### config.mk
export PLATFORM = sky130hd
export DESIGN_NAME = fetch_unit
export DESIGN_NICKNAME = d
export VERILOG_FILES = /design/src/rtl/shrv32_pkg.sv /design/src/rtl/fetch_fifo.sv /design/src/rtl/fetch_unit.sv
export SDC_FILE = /design/constraint.sdc
export NUM_CORES = 1
export LEC_CHECK = 0
export CAP_MARGIN = 20
export CELL_PAD_IN_SITES_DETAIL_PLACEMENT = 0
export CELL_PAD_IN_SITES_GLOBAL_PLACEMENT = 1
export CORE_MARGIN = 2
export CORE_UTILIZATION = 53
export DETAILED_ROUTE_END_ITERATION = 8
export DONT_BUFFER_PORTS = 1
export MAX_ROUTING_LAYER = met4
export PLACE_DENSITY = 0.9
export SLEW_MARGIN = 40
export SYNTH_ARGS = -nofsm -noshare
export SYNTH_HDL_FRONTEND = slang
export SYNTH_HIERARCHICAL = 1
export SYNTH_SLANG_ARGS = --single-unit
### constraint.sdc
create_clock -name CLK -period 5.4 [get_ports CLK]
set_clock_uncertainty 0.1 [all_clocks]
set_input_delay 1.08 -clock CLK [delete_from_list [all_inputs] [get_ports CLK]]
set_output_delay 1.08 -clock CLK [all_outputs]
set_load 0.01 [all_outputs]
### src/rtl/shrv32_pkg.sv
// Shared definitions for the shrv32 front end: data width, canonical NOP and the
// fetch-to-decode packet.
package shrv32_pkg;

   localparam int unsigned XLEN = 32;
   localparam logic [XLEN-1:0] INST_NOP = 32'h0000_0013;

   typedef struct packed {
      logic [31:0] pc;
      logic [31:0] inst;
   } fetch_pkt_t;

endpackage

### src/rtl/fetch_fifo.sv
// Small synchronous FIFO of fetch packets; flush empties it and overrides a push.
module fetch_fifo
   import shrv32_pkg::*;
#(
   parameter int unsigned DEPTH = 2
) (
   input  logic                     clk,
   input  logic                     rst,
   input  logic                     push,
   input  logic                     pop,
   input  logic                     flush,
   input  fetch_pkt_t               wr_data,
   output fetch_pkt_t               rd_data,
   output logic [$clog2(DEPTH):0]   count,
   output logic                     full,
   output logic                     empty
);

   localparam int unsigned PTR_W = $clog2(DEPTH);
   localparam int unsigned CNT_W = PTR_W + 1;

   fetch_pkt_t       mem_q [DEPTH];
   fetch_pkt_t       mem_d [DEPTH];
   logic [PTR_W-1:0] wr_ptr_q, wr_ptr_d;
   logic [PTR_W-1:0] rd_ptr_q, rd_ptr_d;
   logic [CNT_W-1:0] count_q, count_d;
   logic             do_push;
   logic             do_pop;

   assign empty   = (count_q == '0);
   assign full    = (count_q == CNT_W'(DEPTH));
   assign do_pop  = pop & ~empty;
   // A full FIFO still accepts a push when the head leaves in the same cycle.
   assign do_push = push & (~full | do_pop);

   always_comb begin
      mem_d    = mem_q;
      wr_ptr_d = wr_ptr_q;
      rd_ptr_d = rd_ptr_q;
      count_d  = count_q;
      if (flush) begin
         wr_ptr_d = '0;
         rd_ptr_d = '0;
         count_d  = '0;
      end else begin
         if (do_push) begin
            mem_d[wr_ptr_q] = wr_data;
            wr_ptr_d        = wr_ptr_q + PTR_W'(1);
         end
         if (do_pop) begin
            rd_ptr_d = rd_ptr_q + PTR_W'(1);
         end
         count_d = count_q + CNT_W'(do_push) - CNT_W'(do_pop);
      end
   end

   always_ff @(posedge clk) begin
      if (rst) begin
         mem_q    <= '{default: '0};
         wr_ptr_q <= '0;
         rd_ptr_q <= '0;
         count_q  <= '0;
      end else begin
         mem_q    <= mem_d;
         wr_ptr_q <= wr_ptr_d;
         rd_ptr_q <= rd_ptr_d;
         count_q  <= count_d;
      end
   end

   assign rd_data = mem_q[rd_ptr_q];
   assign count   = count_q;

endmodule

### src/rtl/fetch_unit.sv
// Instruction fetch: owns the PC, drives the synchronous ROM and buffers
// {pc, inst} packets for decode behind a valid/ready handshake.
module fetch_unit
   import shrv32_pkg::*;
#(
   parameter logic [31:0] RESET_PC   = 32'h0000_0000,
   parameter int unsigned FIFO_DEPTH = 2
) (
   input  logic            CLK,
   input  logic            RST,
   output logic [XLEN-1:0] IMEM_A,
   input  logic [XLEN-1:0] IMEM_RD,
   output logic            OUT_VALID,
   input  logic            OUT_READY,
   output logic [XLEN-1:0] OUT_PC,
   output logic [XLEN-1:0] OUT_INST,
   input  logic            REDIRECT_VALID,
   input  logic [XLEN-1:0] REDIRECT_PC
);

   localparam int unsigned CNT_W  = $clog2(FIFO_DEPTH) + 1;
   localparam int unsigned NEED_W = CNT_W + 1;

   logic [XLEN-1:0]  pc_q, pc_d;
   logic [XLEN-1:0]  req_pc_q, req_pc_d;
   logic             inflight_q, inflight_d;
   logic [XLEN-1:0]  redirect_target;
   logic [CNT_W-1:0] fifo_count;
   logic             fifo_full;
   logic             fifo_empty;
   logic             pop;
   logic             push;
   logic             space_ok;
   logic [NEED_W-1:0] need;
   fetch_pkt_t       wr_pkt;
   fetch_pkt_t       head_pkt;

   assign redirect_target = {REDIRECT_PC[XLEN-1:2], 2'b00};
   assign pop  = ~fifo_empty & OUT_READY;
   // A response landing in a redirect cycle belongs to the abandoned path.
   assign push = inflight_q & ~REDIRECT_VALID;

   // Slots committed after this cycle, counting the response now arriving.
   assign need     = NEED_W'(fifo_count) + NEED_W'(inflight_q) - NEED_W'(pop);
   assign space_ok = (need < NEED_W'(FIFO_DEPTH)) & ~(fifo_full & ~pop);

   always_comb begin
      IMEM_A     = pc_q;
      pc_d       = pc_q;
      req_pc_d   = req_pc_q;
      inflight_d = 1'b0;
      if (RST) begin
         pc_d = RESET_PC;
      end else if (REDIRECT_VALID) begin
         IMEM_A     = redirect_target;
         pc_d       = redirect_target + XLEN'(4);
         req_pc_d   = redirect_target;
         inflight_d = 1'b1;
      end else if (space_ok) begin
         pc_d       = pc_q + XLEN'(4);
         req_pc_d   = pc_q;
         inflight_d = 1'b1;
      end
   end

   always_ff @(posedge CLK) begin
      if (RST) begin
         pc_q       <= RESET_PC;
         req_pc_q   <= '0;
         inflight_q <= 1'b0;
      end else begin
         pc_q       <= pc_d;
         req_pc_q   <= req_pc_d;
         inflight_q <= inflight_d;
      end
   end

   assign wr_pkt = '{pc: req_pc_q, inst: IMEM_RD};

   fetch_fifo #(
      .DEPTH (FIFO_DEPTH)
   ) u_fifo (
      .clk     (CLK),
      .rst     (RST),
      .push    (push),
      .pop     (pop),
      .flush   (REDIRECT_VALID),
      .wr_data (wr_pkt),
      .rd_data (head_pkt),
      .count   (fifo_count),
      .full    (fifo_full),
      .empty   (fifo_empty)
   );

   assign OUT_VALID = ~fifo_empty;
   assign OUT_PC    = fifo_empty ? '0 : head_pkt.pc;
   assign OUT_INST  = fifo_empty ? '0 : head_pkt.inst;

endmodule

# ---- Yosys cells after proc, flatten, opt, wreduce, memory -nomap -nowiden
# Cells that the tools add are included.
dict set report op_classes {
  bitwise 14
  addsub 8
  n_reduce_logical 5
  n_eq_ne 1
  mux 16
  n_lt_le_gt_ge 4
}
# op n
set op_table {}
lappend op_table {{32-bit 2-to-1 mux} 8}
lappend op_table {{64-bit 2-to-1 mux} 4}
lappend op_table {{128-bit bitwise mux} 1}
lappend op_table {{32-bit by 3-bit adder with 32-bit output, second input constant} 2}
lappend op_table {{64-bit demux with 1-bit select} 1}
lappend op_table {{1-bit AND} 6}
lappend op_table {{1-bit NOT} 5}
lappend op_table {{2-bit >= comparator, second input constant} 2}
lappend op_table {{1-bit NOT with 2-bit output} 2}
lappend op_table {{2-bit by 1-bit adder with 3-bit output} 1}
lappend op_table {{3-bit by 2-bit less-than comparator with 1-bit output, second input constant} 1}
lappend op_table {{3-bit by 1-bit subtractor with 3-bit output} 1}
lappend op_table {{1-bit adder, second input constant} 2}
lappend op_table {{2-bit by 1-bit adder with 2-bit output} 1}
lappend op_table {{2-bit equality test, second input constant} 1}
lappend op_table {{2-bit zero test} 1}
lappend op_table {{2-bit by 1-bit less-than comparator with 1-bit output, second input constant} 1}
lappend op_table {{1-bit 2-to-1 mux} 2}
lappend op_table {{2-bit AND reduction} 1}
lappend op_table {{2-bit nonzero test} 1}
lappend op_table {{2-bit OR reduction} 1}
lappend op_table {{2-bit by 1-bit subtractor with 2-bit output} 1}
lappend op_table {{1-bit logical AND} 1}
lappend op_table {{1-bit OR} 1}
dict set report word_totals {
  word_cells 59
  reg_bits 197
  input_bits 68
  out_inout_bits 97
}

# ---- Longest topological paths before layout
# Gate-level depths: netlist of run 1.
dict set report depth {
  depth_word 9
  mapped_depth 14
  mapped_depth_nobuf 12
}

# ---- Modules after synthesis
# The synthesis of run 1 kept the hierarchy.
# mod n_inst seq_area_each_um2 cells_per_inst area_per_inst_um2
set by_module_without_submodules {}
lappend by_module_without_submodules {fetch_fifo 1 2642.5 583 6301.0}
lappend by_module_without_submodules {fetch_unit 1 1221.2 640 4614.4}

# ---- Least setup slack after synthesis of run 1
# OpenSTA, ideal clock, no wires.
dict set report synth_timing {
  path_kind {input to register}
  start {input OUT_READY}
  end {register pc_q[23]}
  cell_stages 11
  path_buffers 0
  arrival_ps 3319
  required_time_ps 5162
  setup_slack_ps 1844
  path_cell_list {nand2b_1 -> inv_1 -> ha_1 -> nor2b_1 -> fa_1 -> xnor2_1 -> a211oi_4 -> nand4_2 -> o31a_1 -> nor3_1 -> a211oi_1}
}
dict set report synth_via {
  elab_chain_cells 6
  word_cells_on_any_way 8
  classes_between {1 x add/sub; 1 x order compare; 5 x bitwise; 1 x reduce/logical}
}
# element line_no
set synth_lines {}
lappend synth_lines {{start, declared} fetch_unit.sv:14} ;# input logic OUT_READY,
lappend synth_lines {{1-bit AND *} fetch_unit.sv:39} ;# assign pop = ~fifo_empty & OUT_READY;
lappend synth_lines {{named net pop} fetch_unit.sv:31} ;# logic pop;
lappend synth_lines {{branches (longest 3 deep; another with 3-bit by 1-bit subtractor with 3-bit output)} --}
lappend synth_lines {{1-bit AND *} fetch_unit.sv:45} ;# assign space_ok = (need < NEED_W'(FIFO_DEPTH)) & ~(fifo_full & ~pop);
lappend synth_lines {{2-bit nonzero test (no source line) *} --}
lappend synth_lines {{end signal, assigned} fetch_unit.sv:72} ;# pc_q <= pc_d;
lappend synth_lines {{end, declared} fetch_unit.sv:24} ;# logic [XLEN-1:0] pc_q, pc_d;
# Mark *: on every way through the listed nets, which the timed path passes.
# A chain may end at the register's enable or synchronous reset.

# ---- Worst setup path in the final report of run 1
dict set report layout_timing {
  start {input RST}
  end {output IMEM_A[4]}
}
dict set report layout_via {
  elab_chain_cells 1
}
# element line_no
set layout_lines {}
lappend layout_lines {{start, declared} fetch_unit.sv:10} ;# input logic RST,
lappend layout_lines {{32-bit 2-to-1 mux} fetch_unit.sv:52} ;# if (RST) begin
lappend layout_lines {{end, declared} fetch_unit.sv:11} ;# output logic [XLEN-1:0] IMEM_A,
# Every way passes these cells.

==> impl_metrics.env, run 1 <==
export IMPL_ys_flop_type="dfxtp_1"
export IMPL_drive_gt1_share_pct=12.1
export IMPL_dieArea_um2=21800
export IMPL_synth_area_per_cell_um2=8.93
export IMPL_worst_pin_slew_ps=833
export IMPL_path_class="input port to primary output"
export IMPL_synth_top_area_share_pct=35.4
export IMPL_layout_nets=1242
export IMPL_setup_tns_final_ps=0
export IMPL_rrSetupSlack_ps=1920
export IMPL_hold_depth=2
export IMPL_hold_violations=0
export IMPL_cts_tree="yes"
export IMPL_reg2reg_to="pc_q[23]"
export IMPL_crit_required_ps=4220
export IMPL_ctsHoldBuffers=0
export IMPL_grt_pass1_wl_um=39400
export IMPL_min_to="u_fifo/mem_q[55]"
export IMPL_fp_row_count=52
export IMPL_die_w_um=148
export IMPL_start_util_pct=53.9
export IMPL_grt_pass1_vias=7657
export IMPL_viasPerCell=5.50
export IMPL_die_h_um=148
export IMPL_finalSetupViolCount=0
export IMPL_cp_data_arrival_time_ps=2420
export IMPL_fin_area_um2=11500
export IMPL_report_final_slew_viol_count=0
export IMPL_final_cell_mix="nand2b_1 (193), dfxtp_1 (192), mux2i_1 (138), nand2_1 (130), mux2_2 (73)"
export IMPL_p_per_area_nw_per_um2=264
export IMPL_io_pins=165
export IMPL_vias=7986
export IMPL_antenna_found_initial=0
export IMPL_max_cap_violations=0
export IMPL_yosys_warnings=6
export IMPL_finish_utilization_pct=56.7
export IMPL_ys_seq_elements=193
export IMPL_h_tree_depth=4
export IMPL_grtUsageTotal_pct=22.6
export IMPL_seq_area_frac_synth_pct=35.4
export IMPL_critPathMaxFanout=253
export IMPL_synth_edf_count=0
export IMPL_ys_async_sr_fraction_pct=0
export IMPL_post_cts_resized=0
export IMPL_layout_min_cycle_time_ps=3600
export IMPL_max_freq_ghz=0.278
export IMPL_p_leak_uw=0.00447
export IMPL_status="complete, no violations"
export IMPL_worstSkewPairLatency_ps=430
export IMPL_fin_crit_sh_pct=66.6
export IMPL_synthTopCellsByArea="dfxtp_1 (35%), mux2i_1 (13%), nand2b_1 (11%)"
export IMPL_hold_start="u_fifo/mem_q[55]"
export IMPL_cts_root_buf="clkbuf_16"
export IMPL_start_kind="input port"
export IMPL_area_growth_pct=5.16
export IMPL_drt_iter0_drc=459
export IMPL_cts_setup_buffers=0
export IMPL_rsz0062_at_grt="no"
export IMPL_r2r_start="u_fifo/count[1]"
export IMPL_grt_max_degree=254
export IMPL_grt_overflow=0
export IMPL_nFillCells=1838
export IMPL_clockBufferDepth=2
export IMPL_syn_area_um2=10900
export IMPL_cts_sink_count=193
export IMPL_clk_pin_slew_ps=70
export IMPL_peakVddDrop_mv=0.220
export IMPL_num_antenna_cells=0
export IMPL_wl_per_cell_um=16.5
export IMPL_mostFrequentLayoutCell="nand2b_1"
export IMPL_post_dp_hpwl_um=15700
export IMPL_core_um2=20200
export IMPL_reg2regPathDepth=12
export IMPL_io_buffer_count=0
export IMPL_yosysTopAreaCell="dfxtp_1"
export IMPL_wirelength_um=24000
export IMPL_cts_buffers=17
export IMPL_place_congestion=0.850
export IMPL_hold_path_class="register to register"
export IMPL_ant_nets=0
export IMPL_slew_headroom_pct=44.3
export IMPL_end_kind="primary output"
export IMPL_firstDrtPassIters=5
export IMPL_postSynthCellCount=1223
export IMPL_place_area_um2=10900
export IMPL_drc=0
export IMPL_synth_cell_types=70
[metrics by stage]
step	setup slack, ps	hold slack (ps)	power, uW	cells
2_1_floorplan	1840	345	1830	1226
3_3_place_gp	1290	354	1840	1418
3_5_place_dp	1240	356	1850	1418
4_1_cts	1700	375	3070	1449
5_1_grt	1510	392	3170	1451
6_report	1800	373	3030	1451
[worst max-delay path, stage by stage]
cell     delay [ps]
nor2_1          710
buf_4           320
nand2_1          70
nand2_1         110
[layout make-up]
type / count / area, um^2 / area share (%)
sequential: 193 / 3860 / 33.7
tap: 270 / 338 / 2.94
clock buffer: 20 / 457 / 3.98
timing repair buffer: 13 / 98.8 / 0.861
clock inverter: 11 / 108 / 0.937
multi-input combinational: 932 / 6570 / 57.2
inverter: 12 / 45.0 / 0.392
[cells in the mapped netlist (6+ instances only)]
cell	n
nor2_1	61
mux2i_1	138
nand2_1	131
inv_1	10
buf_2	15
nand4_1	6
nand2b_1	193
nor2b_1	67
xor2_1	12
buf_4	8
clkbuf_1	52
mux2_2	73
nor3_1	16
nand3_1	22
dfxtp_1	193
buf_6	6
a211oi_1	23
o21a_1	6
xnor2_1	30
nand3b_1	11
a21oi_1	54
[flip-flops by register name (all words and copies together) (netlist names)]
register         flops
u_fifo/mem_q       128
u_fifo/rd_ptr_q      1
inflight_q           1
u_fifo/wr_ptr_q      1
u_fifo/count         2
req_pc_q            30
pc_q                30
[routing by layer]
layer | vias up | share of wire (%) | track usage, %
li1 | 4028 | - | -
met1 | 3735 | 50 | 31.6
met2 | 208 | 44 | 34.1
met3 | 15 | 5.0 | 3.92
met4 | 0 | 1.0 | 5.82
met5 | - | 0 | -
[cells by family (layout without fill, tap and decap cells)]
family	after synthesis	in the layout	synth area share, %
compound gates	123	123	7.79
xor+xnor	42	42	3.37
fa+ha+maj	5	5	0.642
buf+inv	101	56	4.79
flops	193	193	35.4
mux	211	211	20.2
other cells	1	4	0.0344
simple gates	547	547	27.8
[worst max path at each step]
stage	start	endpoint	slack, ps
CTS	OUT_READY	pc_q[28]	1700
global placement	OUT_READY	pc_q[28]	1290
detailed placement	OUT_READY	pc_q[28]	1240
finish	RST	IMEM_A[4]	1800
floorplan	OUT_READY	pc_q[23]	1840
global route	u_fifo/count[1]	pc_q[23]	1510
[power by group]
part | internal, uW | total [uW] | switching [uW] | leakage [uW]
Clock | 661 | 1220 | 554 | 0.000261
Sequential | 1470 | 1520 | 46.1 | 0.00157
Combinational | 137 | 299 | 161 | 0.00264
Total | 2270 | 3030 | 761 | 0.00447
Note: power is estimated with default switching activity, not from simulation.
==> run 2, diff against run 1 <==
--- a/config.mk
+++ b/config.mk
@@ -9,11 +9,11 @@
 export CELL_PAD_IN_SITES_DETAIL_PLACEMENT = 0
 export CELL_PAD_IN_SITES_GLOBAL_PLACEMENT = 1
 export CORE_MARGIN = 2
-export CORE_UTILIZATION = 53
+export CORE_UTILIZATION = 44
 export DETAILED_ROUTE_END_ITERATION = 8
 export DONT_BUFFER_PORTS = 1
 export MAX_ROUTING_LAYER = met4
-export PLACE_DENSITY = 0.9
+export PLACE_DENSITY = 0.8
 export SLEW_MARGIN = 40
 export SYNTH_ARGS = -nofsm -noshare
 export SYNTH_HDL_FRONTEND = slang
==> constraint.sdc (replaced) <==
create_clock -name CLK -period 2.9 [get_ports CLK]
set_clock_uncertainty 0.1 [all_clocks]
set_input_delay 0.58 -clock CLK [delete_from_list [all_inputs] [get_ports CLK]]
set_output_delay 0.58 -clock CLK [all_outputs]
set_load 0.01 [all_outputs]
==> run 2 against run 1 <==
Net effect:
- routed wire length up 6.7%
- sequential share of layout area decreased by 1.1 points
- worst hold slack got worse by 220 ps
- utilization is 8.0 points lower
- worst setup slack got worse by 1800 ps
- first-iteration DRC count up 6.1%
- critical path depth is 9 higher
- combinational power up 100%
- sequential power is 86% higher
- critical endpoint is now pc_q[23]
==> impl_metrics.env, run 2 (synthesis gave the netlist of run 1 again) <==
export IMPL_worstSkewPairLatency_ps=430
export IMPL_layout_nets=1268
export IMPL_io_pins=165
export IMPL_end_kind="register"
export IMPL_largest_reg_flops=128
export IMPL_max_cap_violations=0
export IMPL_ant_nets=0
export IMPL_reg_largest_list="u_fifo/mem_q (128), pc_q (30), req_pc_q (30)"
export IMPL_place_area_um2=11200
export IMPL_viasPerCell=5.26
export IMPL_ctsHoldBuffers=0
export IMPL_firstDrtPassIters=4
export IMPL_critPathMaxStageDelay_ps=350
export IMPL_place_congestion=0.876
export IMPL_peakVddDrop_mv=0.277
export IMPL_finalSetupViolCount=0
export IMPL_cts_root_buf="clkbuf_16"
export IMPL_status="complete, no violations"
export IMPL_p_leak_uw=0.00463
export IMPL_grt_pass1_vias=7614
export IMPL_hold_path_class="input port to register"
export IMPL_cp_num_buf_inv=2
export IMPL_holdWs_ps=149
export IMPL_crit_required_ps=3110
export IMPL_wl_per_cell_um=16.7
export IMPL_dieArea_um2=26100
export IMPL_worst_path_dominant_cell_family="compound AO/OA/AOI/OAI gates"
export IMPL_rsz0062_at_grt="yes"
export IMPL_nFillCells=2308
export IMPL_p_per_area_nw_per_um2=487
export IMPL_wirelength_um=25600
export IMPL_hold_violations=0
export IMPL_cts_buffers=17
export IMPL_start_kind="register"
export IMPL_cp_data_arrival_time_ps=3070
export IMPL_start_util_pct=44.9
export IMPL_area_growth_pct=8.65
export IMPL_crit_slowest_cell="fa_2"
export IMPL_multi_input_area_um2=6610
export IMPL_path_class="register to register"
export IMPL_path_cells="nor2_4 > nand2b_4 > inv_4 > ha_4 > nor2b_2 > fa_2 > xnor2_2 > a211oi_4 > buf_6 > nand4_4 > o31a_1 > nor3_1 > a211oi_1"
export IMPL_clk_pin_slew_ps=80
export IMPL_cts_sink_count=193
export IMPL_grt_pass1_wl_um=40800
export IMPL_die_w_um=162
export IMPL_power_uw=5780
export IMPL_fin_area_um2=11900
export IMPL_drt_iter0_drc=487
export IMPL_grt_overflow=0
export IMPL_fin_crit_sh_pct=98.5
export IMPL_final_cell_mix="nand2b_1 (192), dfxtp_1 (190), mux2i_1 (138), nand2_1 (131), mux2_2 (73)"
export IMPL_layout_min_cycle_time_ps=2860
export IMPL_clockBufferDepth=2
export IMPL_critPathMaxFanout=7
export IMPL_mostFrequentLayoutCell="nand2b_1"
export IMPL_top_register="u_fifo/mem_q"
export IMPL_cts_tree="yes"
export IMPL_max_freq_ghz=0.350
export IMPL_worst_pin_slew_ps=723
export IMPL_num_antenna_cells=0
export IMPL_seqCellArea_um2=3870
export IMPL_post_dp_hpwl_um=16900
export IMPL_vias=8060
export IMPL_drc=0
export IMPL_slew_headroom_pct=51.8
export IMPL_core_um2=24300
export IMPL_grt_max_degree=254
export IMPL_grtUsageTotal_pct=19.9
export IMPL_h_tree_depth=4
export IMPL_antenna_found_initial=0
export IMPL_report_final_slew_viol_count=0
export IMPL_fp_row_count=57
export IMPL_die_h_um=162
export IMPL_drive_gt1_share_pct=14.7
export IMPL_io_buffer_count=0
==> run 2: final cells by class <==
class	count	area share (%)
clock buffer	19	3.73
clock inverter	12	1.13
inverter	12	0.401
multi-input combinational	932	55.8
sequential	193	32.6
tap	324	3.42
timing repair buffer	39	2.95
==> run 2: path summary, 6_finish.rpt <==
check / from / to / slack (ps) / cells past startpoint
setup / recovery: u_fifo/count[1] / pc_q[23] / 40 / 13
hold / removal: REDIRECT_VALID / pc_q[12] / 150 / 1
setup reg to reg: u_fifo/count[1] / pc_q[23] / 40 / 13
hold reg to reg: u_fifo/mem_q[88] / u_fifo/mem_q[88] / 370 / 2
==> run 2: report_power, final <==
| part | switching (uW) | total, uW | internal [uW] | leakage [uW] |
|---|---|---|---|---|
| clock | 1050 | 2350 | 1300 | 0.000280 |
| sequential | 82.7 | 2830 | 2740 | 0.00157 |
| combinational | 316 | 605 | 288 | 0.00277 |
==> run 2: per-layer routing <==
| layer | share of wire [%] | global-route usage, % |
|---|---|---|
| met1 | 50 | 27.4 |
| met2 | 43 | 30.0 |
| met3 | 4.9 | 3.67 |
| met4 | 1.3 | 5.32 |
| met5 | 0 | - |
==> run 2: per-stage QoR <==
stage | utilization, % | instances | worst slack [ps] | setup TNS [ps]
2_1_floorplan | - | 1226 | 7.50 | 0
3_5_place_dp | 46.1 | 1498 | -92.6 | -231
6_report | 48.8 | 1531 | 44.3 | 0
5_1_grt | 48.8 | 1531 | -49.6 | -49.9
3_3_place_gp | 46.1 | 1498 | -55.9 | -107
4_1_cts | 48.5 | 1529 | 8.51 | 0
==> run 2: worst reg2reg max path, stage by stage (launching register included) <==
cell and delay, ps:
dfxtp_2 340, nor2_4 100, nand2b_4 140, inv_4 40
ha_4 250, nor2b_2 40, fa_2 350, xnor2_2 170
a211oi_4 320, buf_6 170, nand4_4 140, o31a_1 330
nor3_1 180, a211oi_1 60
==> run 2: what timing repair did <==
| item | 4_1_cts | 5_1_grt |
|---|---|---|
| gates resized for setup | 2 | 9 |
| pin swaps | 0 | 8 |
| setup endpoints to repair | 2 | 36 |
| gates cloned | 0 | 0 |
| buffers inserted | 0 | 2 |
